===== config.mk =====
export PLATFORM = sky130hd
export DESIGN_NAME = battleship_scoreboard_flat
export DESIGN_NICKNAME = d
export VERILOG_FILES = /design/src/rtl/battleship_scoreboard_if.sv /design/src/rtl/battleship_scoreboard.sv /design/src/flat_wrapper.sv
export SDC_FILE = /design/constraint.sdc
export NUM_CORES = 1
export LEC_CHECK = 0
export ABC_AREA = 1
export ABC_CLOCK_PERIOD_IN_PS = 4190
export BUFFER_PORTS_ARGS = -buffer_cell sky130_fd_sc_hd__buf_2
export CAP_MARGIN = 30
export CORE_AREA = 8 8 108 110
export CTS_BUF_LIST = sky130_fd_sc_hd__clkbuf_4
export DETAILED_ROUTE_END_ITERATION = 12
export DIE_AREA = 0 0 116 118
export REMOVE_ABC_BUFFERS = 1
export SETUP_SLACK_MARGIN = 0.05
export SLEW_MARGIN = 10
export SYNTH_ARGS = -nofsm -noshare
export SYNTH_HDL_FRONTEND = slang
export SYNTH_SLANG_ARGS = --single-unit

===== constraint.sdc =====
create_clock -name clock -period 4.19 [get_ports clock]
set_input_delay 0.2095 -clock clock [delete_from_list [all_inputs] [get_ports clock]]
set_output_delay 0.2095 -clock clock [all_outputs]
set_load 0.01 [all_outputs]

===== src/rtl/battleship_scoreboard_if.sv =====
// battleship_scoreboard_if: shot reporting inputs and display driver outputs of the scoreboard
interface battleship_scoreboard_if;
    logic       clear;
    logic       shot_valid;
    logic       shot_player;
    logic       shot_hit;
    logic [3:0] BCD7, BCD6, BCD5, BCD4, BCD3, BCD2, BCD1, BCD0;
    logic [7:0] blank;
    logic       game_over;
    logic       winner;
    modport master (
        output clear, shot_valid, shot_player, shot_hit,
        input  BCD7, BCD6, BCD5, BCD4, BCD3, BCD2, BCD1, BCD0, blank, game_over, winner
    );
    modport slave (
        input  clear, shot_valid, shot_player, shot_hit,
        output BCD7, BCD6, BCD5, BCD4, BCD3, BCD2, BCD1, BCD0, blank, game_over, winner
    );
endinterface


===== src/rtl/battleship_scoreboard.sv =====
// battleship_scoreboard: BCD shot/hit counters per player, game-over detection and
// digit blanking (leading zeros, flashing winner) for the eight-digit display driver
module battleship_scoreboard #(
    parameter int HITS_TO_WIN  = 17,
    parameter int BLINK_CYCLES = 25_000_000
) (
    input logic                    clock,
    input logic                    reset_L,
    battleship_scoreboard_if.slave bus
);
    localparam int CW = $clog2(BLINK_CYCLES);
    localparam logic [7:0] WIN_BCD = {4'(HITS_TO_WIN / 10), 4'(HITS_TO_WIN % 10)};
    typedef enum logic {PLAY, OVER} state_t;
    state_t        r_state;
    logic [7:0]    r_s1, r_h1, r_s2, r_h2;
    logic          r_winner, r_phase;
    logic [CW-1:0] r_cnt;
    logic [7:0]    w_s_nxt, w_h_nxt;
    logic          w_flash1, w_flash2;
    // Saturating 2-digit BCD increment; 99 sticks
    function automatic logic [7:0] bcd_inc(input logic [7:0] v);
        return v == 8'h99 ? v : v[3:0] == 4'd9 ? {v[7:4] + 4'd1, 4'd0} : {v[7:4], v[3:0] + 4'd1};
    endfunction
    always_comb begin
        w_s_nxt = bcd_inc(bus.shot_player ? r_s2 : r_s1);
        w_h_nxt = bcd_inc(bus.shot_player ? r_h2 : r_h1);
    end
    always_ff @(posedge clock or negedge reset_L) begin
        if (!reset_L) begin
            r_state  <= PLAY;
            r_s1     <= '0;
            r_h1     <= '0;
            r_s2     <= '0;
            r_h2     <= '0;
            r_winner <= 1'b0;
            r_phase  <= 1'b0;
            r_cnt    <= '0;
        end else if (bus.clear) begin
            r_state  <= PLAY;
            r_s1     <= '0;
            r_h1     <= '0;
            r_s2     <= '0;
            r_h2     <= '0;
            r_winner <= 1'b0;
            r_phase  <= 1'b0;
            r_cnt    <= '0;
        end else if (r_state == PLAY) begin
            if (bus.shot_valid) begin
                if (bus.shot_player) r_s2 <= w_s_nxt;
                else                 r_s1 <= w_s_nxt;
                if (bus.shot_hit) begin
                    if (bus.shot_player) r_h2 <= w_h_nxt;
                    else                 r_h1 <= w_h_nxt;
                    if (w_h_nxt == WIN_BCD) begin
                        r_state  <= OVER;
                        r_winner <= bus.shot_player;
                        r_phase  <= 1'b0;
                        r_cnt    <= '0;
                    end
                end
            end
        end else if (r_cnt == CW'(BLINK_CYCLES - 1)) begin
            r_cnt   <= '0;
            r_phase <= ~r_phase;
        end else begin
            r_cnt <= r_cnt + 1'b1;
        end
    end
    assign w_flash1      = r_state == OVER && r_phase && !r_winner;
    assign w_flash2      = r_state == OVER && r_phase && r_winner;
    assign bus.BCD7      = r_s1[7:4];
    assign bus.BCD6      = r_s1[3:0];
    assign bus.BCD5      = r_h1[7:4];
    assign bus.BCD4      = r_h1[3:0];
    assign bus.BCD3      = r_s2[7:4];
    assign bus.BCD2      = r_s2[3:0];
    assign bus.BCD1      = r_h2[7:4];
    assign bus.BCD0      = r_h2[3:0];
    assign bus.game_over = r_state == OVER;
    assign bus.winner    = r_winner;
    // Tens digits dark on zero; the winner's whole half goes dark on the flash phase
    assign bus.blank = {{4{w_flash1}} | {r_s1[7:4] == 4'd0, 1'b0, r_h1[7:4] == 4'd0, 1'b0},
                        {4{w_flash2}} | {r_s2[7:4] == 4'd0, 1'b0, r_h2[7:4] == 4'd0, 1'b0}};
endmodule

===== src/flat_wrapper.sv =====
// flat-port wrapper written by rule: the top's interface ports become plain ports
module battleship_scoreboard_flat 
#(
    parameter int HITS_TO_WIN  = 17,
    parameter int BLINK_CYCLES = 25_000_000
)
  (clock, reset_L, bus_clear, bus_shot_valid, bus_shot_player, bus_shot_hit, bus_BCD7, bus_BCD6, bus_BCD5, bus_BCD4, bus_BCD3, bus_BCD2, bus_BCD1, bus_BCD0, bus_blank, bus_game_over, bus_winner);
  battleship_scoreboard_if bus_i ();
  input logic clock;
  input logic reset_L;
  input wire logic [$bits(bus_i.clear)-1:0] bus_clear;
  input wire logic [$bits(bus_i.shot_valid)-1:0] bus_shot_valid;
  input wire logic [$bits(bus_i.shot_player)-1:0] bus_shot_player;
  input wire logic [$bits(bus_i.shot_hit)-1:0] bus_shot_hit;
  output wire logic [$bits(bus_i.BCD7)-1:0] bus_BCD7;
  output wire logic [$bits(bus_i.BCD6)-1:0] bus_BCD6;
  output wire logic [$bits(bus_i.BCD5)-1:0] bus_BCD5;
  output wire logic [$bits(bus_i.BCD4)-1:0] bus_BCD4;
  output wire logic [$bits(bus_i.BCD3)-1:0] bus_BCD3;
  output wire logic [$bits(bus_i.BCD2)-1:0] bus_BCD2;
  output wire logic [$bits(bus_i.BCD1)-1:0] bus_BCD1;
  output wire logic [$bits(bus_i.BCD0)-1:0] bus_BCD0;
  output wire logic [$bits(bus_i.blank)-1:0] bus_blank;
  output wire logic [$bits(bus_i.game_over)-1:0] bus_game_over;
  output wire logic [$bits(bus_i.winner)-1:0] bus_winner;
  assign bus_i.clear = bus_clear;
  assign bus_i.shot_valid = bus_shot_valid;
  assign bus_i.shot_player = bus_shot_player;
  assign bus_i.shot_hit = bus_shot_hit;
  assign bus_BCD7 = bus_i.BCD7;
  assign bus_BCD6 = bus_i.BCD6;
  assign bus_BCD5 = bus_i.BCD5;
  assign bus_BCD4 = bus_i.BCD4;
  assign bus_BCD3 = bus_i.BCD3;
  assign bus_BCD2 = bus_i.BCD2;
  assign bus_BCD1 = bus_i.BCD1;
  assign bus_BCD0 = bus_i.BCD0;
  assign bus_blank = bus_i.blank;
  assign bus_game_over = bus_i.game_over;
  assign bus_winner = bus_i.winner;
  battleship_scoreboard #(.HITS_TO_WIN(HITS_TO_WIN), .BLINK_CYCLES(BLINK_CYCLES)) u_core (.clock(clock), .reset_L(reset_L), .bus(bus_i));
endmodule

==> impl_metrics.py <==
metrics = {
    "critical_path": {
        "crit_start": "u_core.bus.game_over$_DFF_PN0_",
        "r2r_start": "u_core.r_h2[4]$_DFFE_PN0P_",
        "path_cells": "clkinv_1 -> nor3_1 -> inv_1 -> o41ai_1 -> buf_2",
        "regToRegSetupSlack_ns": 1.77,
        "cp.required_ns": 3.98,
        "arrival_ns": 2.65,
        "slowest_stage": "dfrtp_1",
        "worstPathMaxFanout": 21,
        "criticalPathCategory": "flop to primary output",
        "worstSetupStartpointType": "flop",
        "crit_family": "buffers and inverters",
        "crit_buf_inv": 3,
        "max_stage_delay_ns": 0.86,
        "end_kind": "primary output",
    },
    "sta": {
        "worst_pin_slew_ns": 0.782,
        "setup_tns_ns": 0,
        "hold_viol": 0,
        "finalCriticalPeriod_ns": 2.86,
        "rsz0062_at_grt": "false",
        "drv_slew": 0,
        "max_slew_margin": 0.479,
        "setup_viol": 0,
        "finalHoldWorstSlack_ns": 0.0806,
        "fin_skew_ns": 0.0222,
        "max_clock_freq_mhz": 349,
        "post-route-period-util": 0.684,
    },
    "power_and_ir_drop": {
        "p_leak_nw": 2.09,
        "power_per_cell_area_mw_per_mm2": 317,
        "ir_drop_v": 0.000145,
    },
    "clock_tree": {
        "cts.path.max_buffers": 2,
        "clk_pin_slew_worst_paths_ns": 0.11,
        "cts-hold-fix-buffers": 1,
        "root_buffer": "clkbuf_4",
        "cts.sinks": 60,
        "cts_resized": 0,
        "cts_setup_buffers": 0,
        "clock_latency_ns": 0.43,
        "cts_max_level": 3,
        "tritoncts": "built",
        "cts_buffers": 9,
    },
    "logic_synthesis": {
        "ys_seq_area_frac": 0.386,
        "synth-edff-count": 0,
        "syn_area_sq_mm": 0.00389,
        "synth_most_common_cell": "nand2_1",
        "synthArstFlopShare": 1.00,
        "synth_area_leaders": "dfrtp_1, nand2_1, o21ai_0, inv_1, nand3_1",
        "ys_seq_elements": 60,
        "ys_types": 36,
        "synthCells": 561,
        "synth_commonest_cells": "nand2_1, inv_1, dfrtp_1, o21ai_0, nand3_1",
        "avgSynthCellArea_sq_um": 6.93,
        "ys.flop_type": "dfrtp_1",
        "yosys_warnings": 0,
        "synth.largest_area_cell": "dfrtp_1",
        "netlist.area_leader.share": 0.386,
    },
    "global_routing": {
        "grt_max_degree": 61,
        "grt_overflow": 0,
        "track_usage": 0.167,
        "grt_pass1_vias": 3706,
        "grt_pass1_wl_mm": 18.4,
        "antenna_found_initial": 1,
    },
    "detailed_routing": {
        "drc_errors": 0,
        "firstDrtPassIters": 7,
        "drt-total-wl_mm": 10.8,
        "routed_via_density": 5.16,
        "dr_total_vias": 3853,
        "antenna_left": 0,
        "drt_iter0_drc": 307,
        "wl_per_cell_microns": 14.5,
    },
    "layout": {
        "drive_above_1_share": 0.144,
        "design_area_sq_mm": 0.00437,
        "synthToLayoutAreaGrowth_pct": 12.3,
        "nNetsFinal": 615,
        "fin_util": 0.437,
    },
    "placement": {
        "placed_cell_area_sq_mm": 0.00419,
        "io_buffers": 47,
        "hpwl_mm": 7.90,
        "place.gp.congestion": 0.943,
    },
    "floorplanning": {
        "boundaryPins": 48,
        "die_w_microns": 116,
        "std_cell_rows": 37,
        "die_area_sq_mm": 0.0137,
        "core_sq_mm": 0.0100,
        "initial_core_util": 0.389,
        "fp.dieH_microns": 118,
    },
    "hold_path": {
        "hp-class": "primary input to flop",
        "min_from": "bus_clear",
    },
    "run": {
        "max-cap-violations": 0,
    },
    "run_status": {
        "status": "completed",
    },
}
-- layer usage --
layer	track usage	routed length [microns]	share of wire
met1	0.215	4830	0.45
met2	0.269	5230	0.48
met3	0.0298	566	0.052
met4	0.0608	208	0.019
met5	0	0	0
-- final timing paths --
path	endpoint	cells after the start
min in group asynchronous	u_core.r_s1[1]$_DFFE_PN0P_	3
setup reg to reg	u_core.r_cnt[24]$_DFFE_PN0P_	13
hold reg to reg	u_core.r_phase$_DFFE_PN0P_	2
hold / removal	u_core.bus.game_over$_DFF_PN0_	2
max in group asynchronous	u_core.r_cnt[14]$_DFFE_PN0P_	3
setup / recovery	bus_blank[5]	5
-- layout make-up --
class                           count  area, sq um
Timing Repair Buffer               53          283
Clock inverter                      7         91.3
Multi-Input combinational cell    410         1980
Clock buffer                        9         67.6
Inverter                           70          268
Tap cell                          136          170
Antenna cell                        1         2.50
Sequential cell                    60         1500
Fill cell                        1078         5630
-- kinds of logic (layout without fill, tap and decap cells) --
group	Yosys count	after routing	share of synthesized area
other	0	1	0
adders and majority gates	5	5	0.0161
AOI/OAI and AO/OA	80	80	0.113
and+or+nand+nor	312	312	0.351
DFF	60	60	0.386
buffers and inverters	91	139	0.104
xor gates and xnor gates	13	13	0.0293
-- metrics by stage --
step | setup WS (ns) | power (mW) | instances
2_1_floorplan | 2.10 | 0.806 | 540
4_1_cts | 1.28 | 1.40 | 745
5_1_grt | 1.01 | 1.46 | 746
3_5_place_dp | 1.34 | 0.920 | 728
6_report | 1.33 | 1.38 | 746
3_3_place_gp | 1.45 | 0.913 | 727
-- power by group --
group,internal (mW),switching (mW)
clock network,0.239,0.239
logic,0.0896,0.165
registers,0.613,0.0380
total,0.942,0.442
-- sequential cells by signal, summed over array words and instances (netlist names) --
name	count
u_core.r_h2	8
u_core.r_s2	8
u_core.bus.winner	1
u_core.r_phase	1
u_core.bus.game_over	1
u_core.r_s1	8
u_core.r_cnt	25
u_core.r_h1	8
-- cell usage in the layout, fill, tap and decap left out, drive strengths merged, types with 7 or more instances in the layout --
cell / netlist / layout
clkbuf: 7 / 9
or2: 10 / 10
nand2: 167 / 167
xor2: 12 / 12
o21ai: 64 / 64
inv: 67 / 67
buf: 14 / 52
clkinv: 3 / 7
nor3: 15 / 15
nand3: 47 / 47
nor2: 48 / 48
nand4: 19 / 19
dfrtp: 60 / 60
(Power assumes the default switching activity.)
